**config.mk**
```make
export PLATFORM = sky130hd
export DESIGN_NAME = store_write_queue
export DESIGN_NICKNAME = d
export VERILOG_FILES = /design/src/rtl/store_write_queue.sv
export SDC_FILE = /design/constraint.sdc
export NUM_CORES = 1
export LEC_CHECK = 0
export ABC_AREA = 1
export BUFFER_PORTS_ARGS = -buffer_cell sky130_fd_sc_hd__clkbuf_2
export CAP_MARGIN = 25
export CORE_MARGIN = 2
export CORE_UTILIZATION = 55
export CTS_CLUSTER_DIAMETER = 30
export DETAILED_ROUTE_END_ITERATION = 8
export GPL_TIMING_DRIVEN = 0
export PLACE_DENSITY = 0.8
export SLEW_MARGIN = 20
export SYNTH_ARGS = -nofsm -noshare
export SYNTH_HDL_FRONTEND = slang
export SYNTH_SLANG_ARGS = --single-unit
```
**constraint.sdc**
```tcl
create_clock -name clk -period 8.1 [get_ports clk]
set_clock_uncertainty 0.05 [all_clocks]
set_input_delay 0.81 -clock clk [delete_from_list [all_inputs] [get_ports clk]]
set_output_delay 0.81 -clock clk [all_outputs]
set_load 0.02 [all_outputs]
```
**src/rtl/store_write_queue.sv**
```systemverilog
// ============================================================================
// store_write_queue: store AdES check, sw/sh/sb lane formatting, DEPTH-entry write FIFO
// Revision 1.0
// ============================================================================
`default_nettype none

module store_write_queue #(
   parameter int          DEPTH    = 4,
   parameter int          CNT_W    = 3,
   parameter logic [31:0] DM_BASE  = 32'h0000_0000,
   parameter logic [31:0] DM_END   = 32'h0000_2fff,
   parameter logic [31:0] TC1_BASE = 32'h0000_7f00,
   parameter logic [31:0] TC2_BASE = 32'h0000_7f10,
   parameter logic [31:0] IG_BASE  = 32'h0000_7f20
) (
   input  logic             clk,
   input  logic             reset,
   input  logic             st_valid,
   input  logic [31:0]      st_addr,
   input  logic [31:0]      st_data,
   input  logic [2:0]       st_op,
   input  logic             st_dmov,
   output logic             st_ready,
   output logic             exc_ades,
   input  logic             ld_valid,
   input  logic [31:0]      ld_addr,
   output logic             ld_conflict,
   output logic             bus_valid,
   output logic [31:0]      bus_addr,
   output logic [3:0]       bus_byteen,
   output logic [31:0]      bus_wdata,
   input  logic             bus_ready,
   output logic [CNT_W-1:0] count,
   output logic             idle
);

   localparam int          PTR_W      = CNT_W - 1;
   localparam logic [2:0]  OP_WORD    = 3'd0;
   localparam logic [2:0]  OP_HALF    = 3'd1;
   localparam logic [2:0]  OP_BYTE    = 3'd2;
   localparam logic [31:0] TC_SPAN    = 32'd11;
   localparam logic [31:0] TC_CNT_OFF = 32'd8;
   localparam logic [31:0] IG_SPAN    = 32'd3;
   localparam logic [31:0] DM_SPAN    = DM_END - DM_BASE;

   // ------------------------------------------------------------------
   // Address checking
   // ------------------------------------------------------------------
   logic [31:0] dm_off, tc1_off, tc2_off, ig_off;
   logic        in_dm, in_tc1, in_tc2, in_ig;
   logic        is_half, is_byte, is_word;
   logic        misalign, out_of_range, timer_violation;

   // Offsets wrap below the base, so one unsigned compare covers both window ends.
   assign dm_off  = st_addr - DM_BASE;
   assign tc1_off = st_addr - TC1_BASE;
   assign tc2_off = st_addr - TC2_BASE;
   assign ig_off  = st_addr - IG_BASE;

   assign in_dm  = (dm_off  <= DM_SPAN);
   assign in_tc1 = (tc1_off <= TC_SPAN);
   assign in_tc2 = (tc2_off <= TC_SPAN);
   assign in_ig  = (ig_off  <= IG_SPAN);

   assign is_half = (st_op == OP_HALF);
   assign is_byte = (st_op == OP_BYTE);
   assign is_word = !(is_half || is_byte);

   assign misalign        = (is_word && (st_addr[1:0] != 2'b00)) ||
                            (is_half && st_addr[0]);
   assign out_of_range    = !(in_dm || in_tc1 || in_tc2 || in_ig);
   assign timer_violation = (in_tc1 && ((tc1_off >= TC_CNT_OFF) || !is_word)) ||
                            (in_tc2 && ((tc2_off >= TC_CNT_OFF) || !is_word));

   assign exc_ades = st_valid && (misalign || out_of_range || timer_violation || st_dmov);

   // ------------------------------------------------------------------
   // Store formatting
   // ------------------------------------------------------------------
   logic [3:0]  fmt_be;
   logic [31:0] fmt_rep;
   logic [31:0] fmt_mask;
   logic [31:0] fmt_data;

   always_comb begin
      fmt_be  = 4'b1111;
      fmt_rep = st_data;
      if (is_byte) begin
         fmt_be  = 4'b0001 << st_addr[1:0];
         fmt_rep = {4{st_data[7:0]}};
      end else if (is_half) begin
         fmt_be  = st_addr[1] ? 4'b1100 : 4'b0011;
         fmt_rep = {2{st_data[15:0]}};
      end
   end

   // Replicated data is cut down to the enabled lanes; all other lanes read zero.
   assign fmt_mask = {{8{fmt_be[3]}}, {8{fmt_be[2]}}, {8{fmt_be[1]}}, {8{fmt_be[0]}}};
   assign fmt_data = fmt_rep & fmt_mask;

   // ------------------------------------------------------------------
   // FIFO
   // ------------------------------------------------------------------
   logic [29:0]      q_addr [DEPTH];
   logic [3:0]       q_be   [DEPTH];
   logic [31:0]      q_data [DEPTH];
   logic [DEPTH-1:0] ent_valid;
   logic [PTR_W-1:0] rd_ptr, wr_ptr;
   logic             full;
   logic             push, pop;

   assign full     = (count == CNT_W'(DEPTH));
   assign st_ready = !full;
   assign push     = st_valid && st_ready && !exc_ades;
   assign pop      = bus_valid && bus_ready;

   always_ff @(posedge clk) begin
      if (reset) begin
         rd_ptr    <= '0;
         wr_ptr    <= '0;
         count     <= '0;
         ent_valid <= '0;
      end else begin
         if (push) begin
            wr_ptr            <= wr_ptr + PTR_W'(1);
            ent_valid[wr_ptr] <= 1'b1;
         end
         if (pop) begin
            rd_ptr            <= rd_ptr + PTR_W'(1);
            ent_valid[rd_ptr] <= 1'b0;
         end
         case ({push, pop})
            2'b10:   count <= count + CNT_W'(1);
            2'b01:   count <= count - CNT_W'(1);
            default: count <= count;
         endcase
      end
   end

   // Payload needs no reset: it is only visible through ent_valid / count.
   always_ff @(posedge clk) begin
      if (push) begin
         q_addr[wr_ptr] <= st_addr[31:2];
         q_be[wr_ptr]   <= fmt_be;
         q_data[wr_ptr] <= fmt_data;
      end
   end

   // ------------------------------------------------------------------
   // Bus side and load hazard
   // ------------------------------------------------------------------
   assign bus_valid  = (count != '0);
   assign idle       = (count == '0);
   assign bus_addr   = bus_valid ? {q_addr[rd_ptr], 2'b00} : 32'd0;
   assign bus_byteen = bus_valid ? q_be[rd_ptr]             : 4'd0;
   assign bus_wdata  = bus_valid ? q_data[rd_ptr]           : 32'd0;

   logic [DEPTH-1:0] hit;
   logic [1:0]       unused_ld_lsb;

   for (genvar i = 0; i < DEPTH; i++) begin : g_hit
      assign hit[i] = ent_valid[i] && (q_addr[i] == ld_addr[31:2]);
   end

   assign ld_conflict   = ld_valid && (|hit);
   assign unused_ld_lsb = ld_addr[1:0];

endmodule

`default_nettype wire

```
Word-level counts from Yosys, hierarchy flattened
Memories as Yosys holds them, arrays and structs flattened. A register that Yosys moved wholly into a read port is not among the register bits.
Cells that the tools add are included.
- add/subtract/negate cells: 7
- $mul: 0
- div/mod/pow operators: 0
- order comparisons: 10
- eq/ne operators: 9
- shift-type cells: 1
- muxes and demuxes: 24
- bitwise logic cells: 4
- reductions and logical operators: 35
- operators by type and width (kind ; number):
    32-bit two-way mux ; 4
    30-bit equality test ; 4
    32-bit by 15-bit subtractor with 32-bit output, second input constant ; 3
    32-bit by 4-bit greater-or-equal comparator with 1-bit output, second input constant ; 2
    32-bit by 4-bit <= comparator with 1-bit output, second input constant ; 2
    32-bit AND ; 1
    32-bit by 14-bit <= comparator with 1-bit output, second input constant ; 1
    32-bit by 2-bit <= comparator with 1-bit output, second input constant ; 1
    4-bit two-way mux ; 7
    1-bit logical AND ; 15
    2-bit two-way mux ; 6
    1-bit logical OR ; 11
    2-bit by 3-bit less-than comparator with 1-bit output, second input constant ; 2
    3-bit one-hot mux with 2 select lines ; 1
    2-bit by 1-bit adder with 2-bit output, second input constant ; 2
    4-bit AND ; 1
    1-bit demux with 2-bit select ; 2
    2-bit by 1-bit greater-or-equal comparator with 1-bit output, second input constant ; 2
    1-bit zero test ; 4
    1-bit two-way mux ; 4
    4-bit NOT ; 1
    4-bit OR ; 1
    2-bit nonzero test ; 2
    4-bit OR reduction ; 1
    other kinds (10) ; 10
- flip-flop bits (word level): 11
- latch bits: 0
- RAM bits: 264
- bits in read-only memories: 0
- bits of input ports: 105
- memories: 3
- memories (name ; words ; width ; read ports ; clocked after memory_dff ; write ports ; line ; text):
    q_data ; 4 ; 32 ; 1 ; 1 ; 1 ; 106 ; logic [31:0] q_data [DEPTH];
    q_addr ; 4 ; 30 ; 5 ; 1 ; 1 ; 104 ; logic [29:0] q_addr [DEPTH];
    q_be ; 4 ; 4 ; 1 ; 1 ; 1 ; 105 ; logic [3:0] q_be [DEPTH];

Longest topological paths before layout
Gate-level depths: netlist (run 1).
- depth in word-level cells: 16
- gate-level depth with buffers: 24
- mapped depth without buffers: 24

Worst setup path after synthesis (run 1)
Ideal clock, no wire load.
- kind: input-to-reg
- start: in st_addr[5]
- end: mem q_addr[0][0], enable pin
- data arrival time: 3695 ps
- data required time: 7630 ps
- slack: 3936 ps
- cell stages on the path: 15
- cell sequence: inv_1 -> ha_1 -> nand3_2 -> nand3_1 -> buf_6 -> nand2_2 -> xor2_1 -> nand2_1 -> nor2_1 -> nand2_1 -> nor2_1 -> nand3_1 -> nand3_2 -> nand4_1 -> inv_1
- cells in the longest elaborated chain, start to end: 14
- elaborated cells on any way between the ends: 26
- those cells by class: 3 x add/sub; 6 x order compare; 2 x mux; 15 x reduce/logical
- ends and longest elaborated chain (element ; line ; text):
    start: declaration ; 19 ; input logic [31:0] st_addr,
    32-bit by 15-bit subtractor with 32-bit output ; 56 ; assign tc1_off = st_addr - TC1_BASE;
    32-bit by 4-bit <= comparator with 1-bit output ; 61 ; assign in_tc1 = (tc1_off <= TC_SPAN);
    1-bit logical OR (3 in series) ; 71 ; assign out_of_range = !(in_dm || in_tc1 || in_tc2 || in_ig);
    1-bit zero test ; 71 ;
    1-bit logical OR ; 75 ; assign exc_ades = st_valid && (misalign || out_of_range || timer_violation || st_dmov);
    1-bit logical OR * (2 in series) ; 75 ;
    1-bit logical AND * ; 75 ;
    1-bit zero test * ; 114 ; assign push = st_valid && st_ready && !exc_ades;
    1-bit logical AND * ; 114 ;
    1-bit two-way mux * ; 142 ; if (push) begin
    1-bit two-way mux (implied by the code) * ; 143 ; q_addr[wr_ptr] <= st_addr[31:2];
    end: declaration ; 104 ;
Mark *: on every way between the ends. The rest lies on a longest branch, timed or not.

Worst setup path after layout (run 1)
- start: reg count[2]
- end: out bus_addr[28]
- cells in the longest elaborated chain, start to end: 2
- ends and longest elaborated chain (element ; line ; text):
    start: declaration ; 33 ; output logic [CNT_W-1:0] count,
    start signal: assignment ; 133 ; 2'b10: count <= count + CNT_W'(1);
    start signal: assignment ; 134 ; 2'b01: count <= count - CNT_W'(1);
    start signal: assignment ; 135 ; default: count <= count;
    3-bit nonzero test ; 152 ; assign bus_valid = (count != '0);
    32-bit two-way mux ; 154 ; assign bus_addr = bus_valid ? {q_addr[rd_ptr], 2'b00} : 32'd0;
    end: declaration ; 29 ; output logic [31:0] bus_addr,
No other way between the ends.

==> results of run 1 <==
==> where the power goes <==
| group | switching [mW] | total [mW] | leakage [nW] | internal, mW |
|---|---|---|---|---|
| Clock | 0.785 | 2.20 | 0.885 | 1.41 |
| Combinational | 0.169 | 0.233 | 4.05 | 0.0639 |
| Sequential | 0.000000186 | 1.58 | 2.48 | 1.58 |
| Total | 0.953 | 4.01 | 7.42 | 3.06 |
==> cells by family after synthesis <==
kind of cell	synth area share
buffers and inverters	0.07243
XOR/XNOR	0.02739
flip-flops	0.5448
AND/OR/NAND/NOR	0.1964
AO/OA/AOI/OAI	0.1449
adder cells (fa/ha/maj)	0.01382
other	0.0002495
==> per-layer routing <==
metal | up-vias | global-route usage | part of all wire
met5 | - | 0 | 0
met4 | 0 | 0.2088 | 0.058
met3 | 221 | 0.06880 | 0.12
met2 | 1190 | 0.5828 | 0.45
met1 | 6600 | 0.5015 | 0.37
li1 | 6352 | - | -
==> synth_stat cells, drive strengths merged (13+ instances only) <==
cell,n,area share
nand2,282,0.071
xnor2,24,0.014
nor2,276,0.075
edfxtp,264,0.53
o21ai,179,0.060
buf,14,0.0059
ha,15,0.012
nand3,72,0.026
o22ai,52,0.022
clkbuf,50,0.012
a21oi,140,0.047
inv,213,0.053
dfxtp,13,0.017
nand4,24,0.010
xor2,23,0.013
nor4,18,0.0075
==> stage by stage <==
stage	util	setup slack [ns]	area (µm²)
final	0.6798	3.692	18270
after global routing	0.6796	3.537	18270
after CTS	0.6795	3.804	18260
after detailed placement	0.6116	3.602	16440
after global placement	0.6074	2.089	16320
after floorplan	-	3.936	15030
==> sequential cells by signal, summed over array words and instances (netlist names), named ones only <==
register	cells
count	3
ent_valid	4
q_addr	120
q_be	16
q_data	128
rd_ptr	2
wr_ptr	2
==> worst paths after layout <==
check             slack [ns]  depth (start not counted)               startpoint                 endpoint
setup / recovery        3.69                          5    count[2]$_SDFFE_PP0P_             bus_addr[28]
hold / removal          0.37                          2                    reset    count[1]$_SDFFE_PP0P_
setup reg to reg        5.36                         10    count[2]$_SDFFE_PP0P_    count[1]$_SDFFE_PP0P_
hold reg to reg         0.50                          2  ent_valid[0]$_SDFF_PP0_  ent_valid[0]$_SDFF_PP0_
==> area by class of cell <==
| cell class | instances | area [µm²] | area share |
|---|---|---|---|
| Antenna cell | 3 | 7.507 | 0.0004109 |
| Buffer | 64 | 276.5 | 0.01513 |
| Clock buffer | 56 | 1338 | 0.07321 |
| Clock inverter | 44 | 488.0 | 0.02671 |
| Inverter | 216 | 822.0 | 0.04499 |
| Multi-Input combinational cell | 1156 | 5756 | 0.3150 |
| Sequential cell | 277 | 8188 | 0.4482 |
| Tap cell | 341 | 426.7 | 0.02335 |
| Timing Repair Buffer | 177 | 968.4 | 0.05301 |
==> critical path: stages (launching register included) <==
cell	delay, ns
sky130_fd_sc_hd__dfxtp_1	0.35
sky130_fd_sc_hd__nor3_1	0.81
sky130_fd_sc_hd__clkbuf_1	0.70
sky130_fd_sc_hd__clkbuf_1	0.67
sky130_fd_sc_hd__a21oi_1	0.22
sky130_fd_sc_hd__clkbuf_2	0.22
==> out/results.ini, run 1 <==
[sta]
fin_hold_ws_ns=0.3695
final_max_slew_viol_count=0
max-slew-margin-rel=0.2958
transition_time_of_the_tightest_slew_check_pin_ns=1.049
achievable-frequency_mhz=226.8
setup_violations=0
grt_setup_unrepaired=false
min_period_over_period=0.5442
hold_viol_final=0
period_needed_ns=4.408
fin_tns_setup_ns=0

[flow_run]
maxCapViolCount=0

[clock_network]
cts_root_buf=sky130_fd_sc_hd__clkbuf_16
clk_pin_slew_ns=0.05
hold_buffers=0
tritoncts_num_sinks=277
cts_tree=yes
cts_post_setup_buffers_inserted=0
cts_max_level=2
cts_resized=0
clock_latency_ns=0.57
numCtsBuffers=53
cts-root-to-sink-buffers=3

[die]
design.portCount=181
fp-row-count=60
chipHeight_um=169.3
design.core.area_um2=26880
floorplan.initialDensity=0.5592
die_area_um2=28660
die_width_um=169.3

[route]
via_per_inst=6.154
wire_per_inst_um=23.41
postRouteWirelength_mm=54.65
dr.first_iter.drc_count=2352
drt-pass1-iter-count=6
drc_errors=0
route.antenna.remaining_nets=0
route.vias.total=14360

[worst_hold_path]
worst_hold_path_type=in2reg

[final_layout]
layout-area-overhead-vs-synth_pct=21.57
drive_gt1_frac=0.1593
design.final.nets=2066
final_cell_count_no_fill=2334
n_fill_cell=2156
mostFrequentLayoutCells=278 x sky130_fd_sc_hd__nand2_1, 264 x sky130_fd_sc_hd__edfxtp_1, 257 x sky130_fd_sc_hd__nor2_1, 202 x sky130_fd_sc_hd__inv_1, 176 x sky130_fd_sc_hd__o21ai_0
layout.cells.most_common=sky130_fd_sc_hd__nand2_1

[grt]
grt_max_degree=44
grt_antenna_before_repair=4
grt.total_usage=0.3754
globalRouteOverflowTotal=0
grt_pass1_wl_mm=80.31
vias_in_the_first_global_route=13600

[synthesis]
postSynthRegisterBits=277
fraction_of_registers_with_async_set_or_reset_after_synthesis=0
yosys_warnings=0
synth_area_um2=15030
postSynthCellCount=1712
synth_cell_types=51
synth_edf_count=264
synth.avg_cell_area_um2=8.778
ys.flop_type=sky130_fd_sc_hd__edfxtp_1
synth.yosys.seq_area_share=0.5448

[critical_path]
cp_data_required_time_ns=7.24
timing.critical_path.fanout_max=10
crit_type=reg2out
timing.critical_path.from_type=register
critPathCaptureType=output port
cp.arrival_ns=3.55

[power_and_ir_drop]
total_leakage_power_nw=7.419
power_density_nw_per_um2=219.5
ir_drop_mv=0.1640
finalPower_mw=4.010

[placed_design]
dp_hpwl_mm=39.29
gpl.final_weighted_congestion=1.053
dp.cells=2231
portbufs=173

[run_status]
status=finished clean

Power figures use the tool's default switching activity.
==> run 2: changes to the inputs <==
Settings changed: ABC_AREA 1 to 0.
Clock period 8.1 ns to 4.55 ns, I/O delays scaled along.
==> run 2 against run 1 <==
  * First-iteration DRC count shrank 44%
  * Die area decreased by 6.6%
  * Clock power increased by 57%
  * Area after synthesis decreased by 6.7%
  * Global-route usage decreased by 7.0 points
  * Critical path depth rose by 8
  * Cell count decreased by 31%
  * Flip-flop and latch count did not move
  * Routed wire length shrank 25%
  * Critical path type is now in2out
  * Largest cell class unchanged
  * Highest routed layer unchanged
==> out/results.ini, run 2 <==
[final_layout]
layout-area-overhead-vs-synth_pct=23.67  ; was 21.57%
flip_flop_count_of_the_largest_register_after_layout=128  ; unchanged
drive_gt1_frac=0.2963  ; was 0.1593
design.final.nets=1361  ; was 2066
top_registers=q_data x128, q_addr x120, q_be x16  ; unchanged
layout.cells.most_common=sky130_fd_sc_hd__edfxtp_1  ; was sky130_fd_sc_hd__nand2_1
mostFrequentLayoutCells=264 x sky130_fd_sc_hd__edfxtp_1, 161 x sky130_fd_sc_hd__clkbuf_2, 87 x sky130_fd_sc_hd__xnor2_1, 70 x sky130_fd_sc_hd__and2_1, 66 x sky130_fd_sc_hd__mux4_2  ; was 278 x sky130_fd_sc_hd__nand2_1, 264 x sky130_fd_sc_hd__edfxtp_1, 257 x sky130_fd_sc_hd__nor2_1, 202 x sky130_fd_sc_hd__inv_1, 176 x sky130_fd_sc_hd__o21ai_0
registers.top_by_ff_count=q_data  ; unchanged
n_fill_cell=1693  ; was 2156

[route]
postRouteWirelength_mm=41.07  ; was 54.65 mm
drc_errors=0  ; unchanged
route.antenna.remaining_nets=0  ; unchanged
drt-pass1-iter-count=6  ; unchanged
wire_per_inst_um=25.51  ; was 23.41 µm
dr.first_iter.drc_count=1327  ; was 2352
route.vias.total=10100  ; was 14360
via_per_inst=6.272  ; was 6.154

[synthesis]
netlist_top_cells_count=264 x sky130_fd_sc_hd__edfxtp_1, 87 x sky130_fd_sc_hd__xnor2_1, 70 x sky130_fd_sc_hd__and2_1, 66 x sky130_fd_sc_hd__mux4_2  ; was 278 x sky130_fd_sc_hd__nand2_1, 264 x sky130_fd_sc_hd__edfxtp_1, 257 x sky130_fd_sc_hd__nor2_1, 206 x sky130_fd_sc_hd__inv_1, 176 x sky130_fd_sc_hd__o21ai_0
yosys_warnings=0  ; unchanged
postSynthRegisterBits=277  ; unchanged
synth_most_common_cell=sky130_fd_sc_hd__edfxtp_1  ; was sky130_fd_sc_hd__nand2_1
postSynthCellCount=1004  ; was 1712
synth.avg_cell_area_um2=13.96  ; was 8.778 µm²
synth_edf_count=264  ; unchanged
synth.yosys.seq_area_share=0.5842  ; was 0.5448
synth.top_cells.by_area=sky130_fd_sc_hd__edfxtp_1 57%, sky130_fd_sc_hd__mux4_2 11%, sky130_fd_sc_hd__xnor2_1 5.4%  ; was sky130_fd_sc_hd__edfxtp_1 53%, sky130_fd_sc_hd__nand2_1 6.9%, sky130_fd_sc_hd__nor2_1 6.4%
synth_top_area_share=0.5656  ; was 0.5275
synth.largest_area_cell=sky130_fd_sc_hd__edfxtp_1  ; unchanged
ys.flop_type=sky130_fd_sc_hd__edfxtp_1  ; unchanged
fraction_of_registers_with_async_set_or_reset_after_synthesis=0  ; unchanged
synth_cell_types=72  ; was 51
synth_area_um2=14020  ; was 15030 µm²

[grt]
grt_antenna_before_repair=1  ; was 4
globalRouteOverflowTotal=0  ; unchanged
vias_in_the_first_global_route=9697  ; was 13600
met1_usage=0.4323  ; was 0.5015
grt_pass1_wl_mm=59.40  ; was 80.31 mm
grt_max_degree=24  ; was 44
global_route.usage.met2=0.4691  ; was 0.5828
grt.total_usage=0.3051  ; was 0.3754
gr-max-usage-layer=met2  ; unchanged
met3_usage=0.06704  ; was 0.06880

[sta]
setup_violations=0  ; unchanged
grt_setup_unrepaired=false  ; unchanged
final_max_slew_viol_count=0  ; unchanged
period_needed_ns=4.396
transition_time_of_the_tightest_slew_check_pin_ns=0.9747  ; was 1.049 ns
hold_viol_final=0  ; unchanged
fin_tns_setup_ns=0  ; unchanged
min_period_over_period=0.9661
max-slew-margin-rel=0.3452  ; was 0.2958
achievable-frequency_mhz=227.5

[die]
chipHeight_um=163.6  ; was 169.3 µm
design.core.area_um2=25110  ; was 26880 µm²
die_area_um2=26780  ; was 28660 µm²
floorplan.initialDensity=0.5582  ; was 0.5592
die_width_um=163.6  ; was 169.3 µm
fp-row-count=58  ; was 60
design.portCount=181  ; unchanged

[critical_path]
crit_type=in2out  ; was reg2out
critical_path.most_common_cell=sky130_fd_sc_hd__clkbuf_2  ; was sky130_fd_sc_hd__clkbuf_1
crit_path_max_incr_delay_ns=0.42  ; was 0.81 ns
crit_path_top_delay_cell=sky130_fd_sc_hd__nor3_2  ; was sky130_fd_sc_hd__nor3_1
crit_path_cell_trace=clkbuf_2 > clkbuf_1 > nor3_2 > nand4b_1 > buf_4 > o21a_1 > a211oi_2 > o2111ai_1 > or3_1 > o31a_1 > buf_6 > a21boi_0 > clkbuf_2  ; was nor3_1 > clkbuf_1 > clkbuf_1 > a21oi_1 > clkbuf_2
cp.arrival_ns=3.89  ; was 3.55 ns
cp_data_required_time_ns=4.05  ; was 7.24 ns
timing.critical_path.fanout_max=9  ; was 10
timing.critical_path.from_type=primary input  ; was register
critPathCaptureType=output port  ; unchanged

[clock_network]
clk_pin_slew_ns=0.05  ; about the same
numCtsBuffers=48  ; was 53
hold_buffers=0  ; unchanged
cts_root_buf=sky130_fd_sc_hd__clkbuf_16  ; unchanged
tritoncts_num_sinks=277  ; unchanged
cts_max_level=2  ; unchanged
cts_tree=yes  ; unchanged
cts-root-to-sink-buffers=3  ; unchanged
clock_latency_ns=0.54  ; was 0.57 ns

[power_and_ir_drop]
power_density_nw_per_um2=382.6  ; was 219.5 nW/µm²
total_leakage_power_nw=5.962  ; was 7.419 nW
ir_drop_mv=0.3147  ; was 0.1640 mV
finalPower_mw=6.632  ; was 4.010 mW

[placed_design]
portbufs=158  ; was 173
gpl.final_weighted_congestion=1.018  ; was 1.053
dp_hpwl_mm=28.61  ; was 39.29 mm

[flow_run]
maxCapViolCount=0  ; unchanged

[run_status]
status=finished clean  ; unchanged

[worst_hold_path]
worst_hold_path_type=in2reg  ; unchanged

run 2: cell count changes after synthesis, moves of 12 or more:
cell / change
sky130_fd_sc_hd__xnor2_1: +63
sky130_fd_sc_hd__and2_1: +69
sky130_fd_sc_hd__inv_1: -183
sky130_fd_sc_hd__nand2_1: -227
sky130_fd_sc_hd__nand4_1: +12
sky130_fd_sc_hd__mux4_2: +66
sky130_fd_sc_hd__nor3_1: +13
sky130_fd_sc_hd__nor2_1: -228
sky130_fd_sc_hd__nand3_1: -56
sky130_fd_sc_hd__xor2_1: +28
sky130_fd_sc_hd__a21oi_1: -98
sky130_fd_sc_hd__o22ai_1: -50
sky130_fd_sc_hd__o21ai_0: -163
sky130_fd_sc_hd__nor2_2: -13
run 2: logic make-up after synthesis:
group / share of synthesized area
AO/OA/AOI/OAI: 0.05097
multiplexers: 0.1162
XOR/XNOR: 0.08623
buffers and inverters: 0.02660
other: 0.0002676
flip-flops: 0.5842
AND/OR/NAND/NOR: 0.1207
adder cells (fa/ha/maj): 0.01482
run 2: final cells by class:
type                    count  area [µm²]  share of cell area
clock buffers              53        1241             0.07160
multi-input cells         638        5534              0.3193
plain buffers              66       285.3             0.01646
repair buffers            186        1251             0.07218
well taps                 330       412.9             0.02382
flip-flops and latches    277        8188              0.4724
diodes                      1       2.502           0.0001444
clock inverters            36       332.8             0.01920
inverters                  23       86.33            0.004981
run 2: timing repair:
action | CTS | global route
setup endpoints to repair | 268 | 78
gates resized for setup | 3 | 5
pin swaps | 4 | 2
buffers inserted | 10 | 4
run 2: worst max-delay path, delay by kind of cell:
kind | cells | cell delay, ns
buffers and inverters | 5 | 1.06
AO/OA/AOI/OAI | 5 | 1.25
AND/OR/NAND/NOR | 3 | 1.13
run 2: power breakdown:
part / internal (mW) / leakage, nW / switching [mW] / total, mW
combinational: 0.120 / 2.72 / 0.255 / 0.374
sequential: 2.81 / 2.48 / 0.000000143 / 2.81
clock: 2.21 / 0.759 / 1.24 / 3.45
total: 5.14 / 5.96 / 1.49 / 6.63
run 2: final timing paths:
| kind | start | endpoint | slack [ns] | depth (start not counted) |
|---|---|---|---|---|
| worst max register to register | count[0]$_SDFFE_PP0P_ | q_addr[2][22]$_DFFE_PP_ | 1.77 | 9 |
| worst min register to register | count[2]$_SDFFE_PP0P_ | count[2]$_SDFFE_PP0P_ | 0.48 | 2 |
| worst min-delay path | reset | ent_valid[0]$_SDFF_PP0_ | 0.1 | 2 |
| worst max-delay path | st_addr[20] | exc_ades | 0.15 | 13 |
run 2: per-layer routing:
layer | wire length [µm] | up-vias
met5 | 0 | -
met3 | 4197 | 127
met2 | 19100 | 662
met4 | 1417 | 0
met1 | 16350 | 4990
li1 | - | 4319
run 2: metrics by stage:
step,area [µm²],hold WS (ns),worst slack [ns],utilization,std cells
floorplan,14030,0.4778,-0.5934,-,1005
global placement,15230,0.4525,-3.224,0.6067,1493
detailed placement,15550,0.4724,-1.214,0.6194,1505
CTS,17250,0.07674,0.06386,0.6870,1604
global route,17330,0.09981,0.05259,0.6903,1609
finish,17330,0.09834,0.1544,0.6904,1610
==> run 3: changes to the inputs <==
Settings changed: CORE_ASPECT_RATIO from default to 0.5, CORE_UTILIZATION 55 to 30, PLACE_DENSITY 0.8 to 0.51, RECOVER_POWER from default to 25.
==> run 3 against run 2 <==
  * Sequential power about the same
  * Flip-flop and latch count stayed put
  * Sequential share of layout area decreased by 1.1 points
  * Global-route usage fell by 12 points
  * Non-clock buffer count increased by 1
  * Total power increased by 3.2%
  * Critical path depth decreased by 2
  * Utilization shrank 30 points
  * Fmax decreased by 0.38%
  * Clock power increased by 6.4%
==> out/results.ini, run 3 (same netlist as run 2, synthesis figures left out) <==
[grt]
met3_usage=0.02817  ; was 0.06704
grt_antenna_before_repair=1  ; unchanged
met1_usage=0.2301  ; was 0.4323
gr-max-usage-layer=met2  ; unchanged
global_route.usage.met2=0.3376  ; was 0.4691
grt.total_usage=0.1858  ; was 0.3051
vias_in_the_first_global_route=10190  ; was 9697
globalRouteOverflowTotal=0  ; unchanged
grt_max_degree=21  ; was 24
grt_pass1_wl_mm=65.87  ; was 59.40 mm

[sta]
final_max_slew_viol_count=0  ; unchanged
transition_time_of_the_tightest_slew_check_pin_ns=0.9903  ; was 0.9747 ns
achievable-frequency_mhz=226.6  ; was 227.5 MHz
min_period_over_period=0.9697  ; was 0.9661
fin_hold_ws_ns=0.07240  ; was 0.09834 ns
hold_viol_final=0  ; unchanged
fin_ws_ns=0.1378  ; was 0.1544 ns
setup_violations=0  ; unchanged
max-slew-margin-rel=0.3353  ; was 0.3452
period_needed_ns=4.412  ; was 4.396 ns
grt_setup_unrepaired=false  ; unchanged

[critical_path]
critPathCaptureType=output port  ; unchanged
worst-r2r-setup-slack_ns=1.86  ; was 1.77 ns
crit_type=in2out  ; unchanged
regToRegStartpoint=count[2]$_SDFFE_PP0P_  ; was count[0]$_SDFFE_PP0P_
crit-reg2reg-capture=count[2]$_SDFFE_PP0P_  ; was q_addr[2][22]$_DFFE_PP_
timing.reg2reg.worst_path_depth=9  ; unchanged
cp_data_required_time_ns=4.05  ; about the same
cp.arrival_ns=3.91  ; was 3.89 ns
timing.critical_path.fanout_max=12  ; was 9
timing.critical_path.from_type=primary input  ; unchanged

[placed_design]
dp_hpwl_mm=33.79  ; was 28.61 mm
dpl_worst_slack_ns=-1.363  ; was -1.214 ns
gpl.final_weighted_congestion=0.8766  ; was 1.018
portbufs=158  ; unchanged

[final_layout]
flip_flop_count_of_the_largest_register_after_layout=128  ; unchanged
mostFrequentLayoutCells=264 x sky130_fd_sc_hd__edfxtp_1, 129 x sky130_fd_sc_hd__clkbuf_2, 87 x sky130_fd_sc_hd__xnor2_1, 78 x sky130_fd_sc_hd__clkbuf_1, 68 x sky130_fd_sc_hd__and2_1  ; was 264 x sky130_fd_sc_hd__edfxtp_1, 161 x sky130_fd_sc_hd__clkbuf_2, 87 x sky130_fd_sc_hd__xnor2_1, 70 x sky130_fd_sc_hd__and2_1, 66 x sky130_fd_sc_hd__mux4_2
registers.top_by_ff_count=q_data  ; unchanged
layout-area-overhead-vs-synth_pct=26.69  ; was 23.67%
top_registers=q_data x128, q_addr x120, q_be x16  ; unchanged
layout.cells.most_common=sky130_fd_sc_hd__edfxtp_1  ; unchanged
drive_gt1_frac=0.2746  ; was 0.2963
design.final.nets=1361  ; unchanged

[flow_run]
maxCapViolCount=0  ; unchanged

[die]
design.portCount=181  ; unchanged
die_width_um=309.7  ; was 163.6 µm
fp-row-count=55  ; was 58
chipHeight_um=156.8  ; was 163.6 µm
design.core.area_um2=45630  ; was 25110 µm²
die_area_um2=48570  ; was 26780 µm²
floorplan.initialDensity=0.3072  ; was 0.5582

[route]
postRouteWirelength_mm=45.23  ; was 41.07 mm
wire_per_inst_um=23.73  ; was 25.51 µm
route.antenna.remaining_nets=0  ; unchanged
drc_errors=0  ; unchanged
drt-pass1-iter-count=5  ; was 6
dr.first_iter.drc_count=697  ; was 1327
via_per_inst=5.019  ; was 6.272
route.vias.total=9566  ; was 10100

[clock_network]
cts_tree=yes  ; unchanged
cts_root_buf=sky130_fd_sc_hd__clkbuf_16  ; unchanged
cts-root-to-sink-buffers=3  ; unchanged
tritoncts_num_sinks=277  ; unchanged
cts_max_level=2  ; unchanged
numCtsBuffers=47  ; was 48
clk_pin_slew_ns=0.05  ; about the same
clock_latency_ns=0.53  ; was 0.54 ns

[worst_hold_path]
hold_path.startpoint=reset  ; unchanged
worst_hold_path_type=in2reg  ; unchanged
whs_endpoint=ent_valid[3]$_SDFF_PP0_  ; was ent_valid[0]$_SDFF_PP0_
hold_path_depth=2  ; unchanged

[run_status]
status=finished clean  ; unchanged

[power_and_ir_drop]
total_leakage_power_nw=5.906  ; was 5.962 nW
power_density_nw_per_um2=385.6  ; was 382.6 nW/µm²
ir_drop_mv=0.2021  ; was 0.3147 mV

==> run 3: cell count changes in the layout (fill, tap and decap cells not counted), sizes merged <==
cell      before  now
buf           47   49
bufinv         4    8
clkbuf       258  257
clkinv        18   17
clkinvlp       6    5
inv           31   27
==> run 3: final cells by class <==
| cell class | count | area [µm²] |
|---|---|---|
| inverters | 23 | 86.33 |
| repair buffers | 187 | 1195 |
| well taps | 627 | 784.5 |
| clock buffers | 53 | 1251 |
| flip-flops and latches | 277 | 8188 |
| plain buffers | 66 | 286.5 |
| clock inverters | 34 | 412.9 |
| diodes | 1 | 2.502 |
| fillers | 4348 | 27870 |
| multi-input cells | 638 | 5550 |
==> run 3: metrics by stage <==
| step | power [mW] | area, µm² | instances | util | TNS, ns |
|---|---|---|---|---|---|
| 2_1_floorplan | 3.050 | 14030 | 1005 | - | -156.67 |
| 3_3_place_gp | 3.218 | 15610 | 1790 | 0.3420 | -974.79 |
| 3_5_place_dp | 3.222 | 15940 | 1805 | 0.3494 | -269.85 |
| 4_1_cts | 6.914 | 17730 | 1901 | 0.3886 | 0 |
| 5_1_grt | 7.054 | 17760 | 1906 | 0.3892 | 0 |
| 6_report | 6.847 | 17760 | 1906 | 0.3892 | 0 |
==> run 3: routing by layer <==
metal | part of all wire | wire, µm | vias to the layer above
met5 | 0 | 0 | -
met3 | 0.046 | 2067 | 60
met2 | 0.52 | 23330 | 264
met4 | 0.023 | 1026 | 0
met1 | 0.42 | 18800 | 4927
li1 | - | - | 4315
==> run 3: repair_timing <==
action | in CTS | in global routing
pin swaps | 3 | 1
gates resized for setup | 5 | 5
hold buffers | 0 | 0
buffers inserted | 9 | 3
endpoints found under the hold margin | 0 | 0
endpoints found under the setup margin | 266 | 34
==> run 3: how the worst max path moves through the flow <==
stage | slack (ns) | endpoint | depth (start not counted) | from
3_3_place_gp | -3.70 | q_addr[0][3]$_DFFE_PP_ | 13 | st_addr[6]
3_5_place_dp | -1.36 | q_data[0][30]$_DFFE_PP_ | 15 | st_addr[6]
5_1_grt | 0.007 | exc_ades | 12 | st_addr[20]
2_1_floorplan | -0.59 | q_addr[0][0]$_DFFE_PP_ | 11 | st_addr[6]
4_1_cts | 0.06 | count[2]$_SDFFE_PP0P_ | 17 | st_addr[6]
6_report | 0.14 | exc_ades | 11 | st_addr[17]
==> run 3: critical path, cell delays in order <==
cell	delay (ns)
sky130_fd_sc_hd__clkbuf_1	0.33
sky130_fd_sc_hd__nor4_4	0.51
sky130_fd_sc_hd__nand4b_1	0.39
sky130_fd_sc_hd__nor3b_1	0.34
sky130_fd_sc_hd__xor2_1	0.13
sky130_fd_sc_hd__a2111oi_2	0.68
sky130_fd_sc_hd__a211oi_1	0.33
sky130_fd_sc_hd__o31a_1	0.21
sky130_fd_sc_hd__buf_6	0.15
sky130_fd_sc_hd__a21boi_0	0.17
sky130_fd_sc_hd__clkbuf_2	0.20
==> run 3: power breakdown <==
group	internal [mW]	total (mW)	switching, mW
Clock	2.44	3.67	1.23
Combinational	0.116	0.363	0.247
Sequential	2.81	2.81	0.000000129
Total	5.37	6.85	1.48
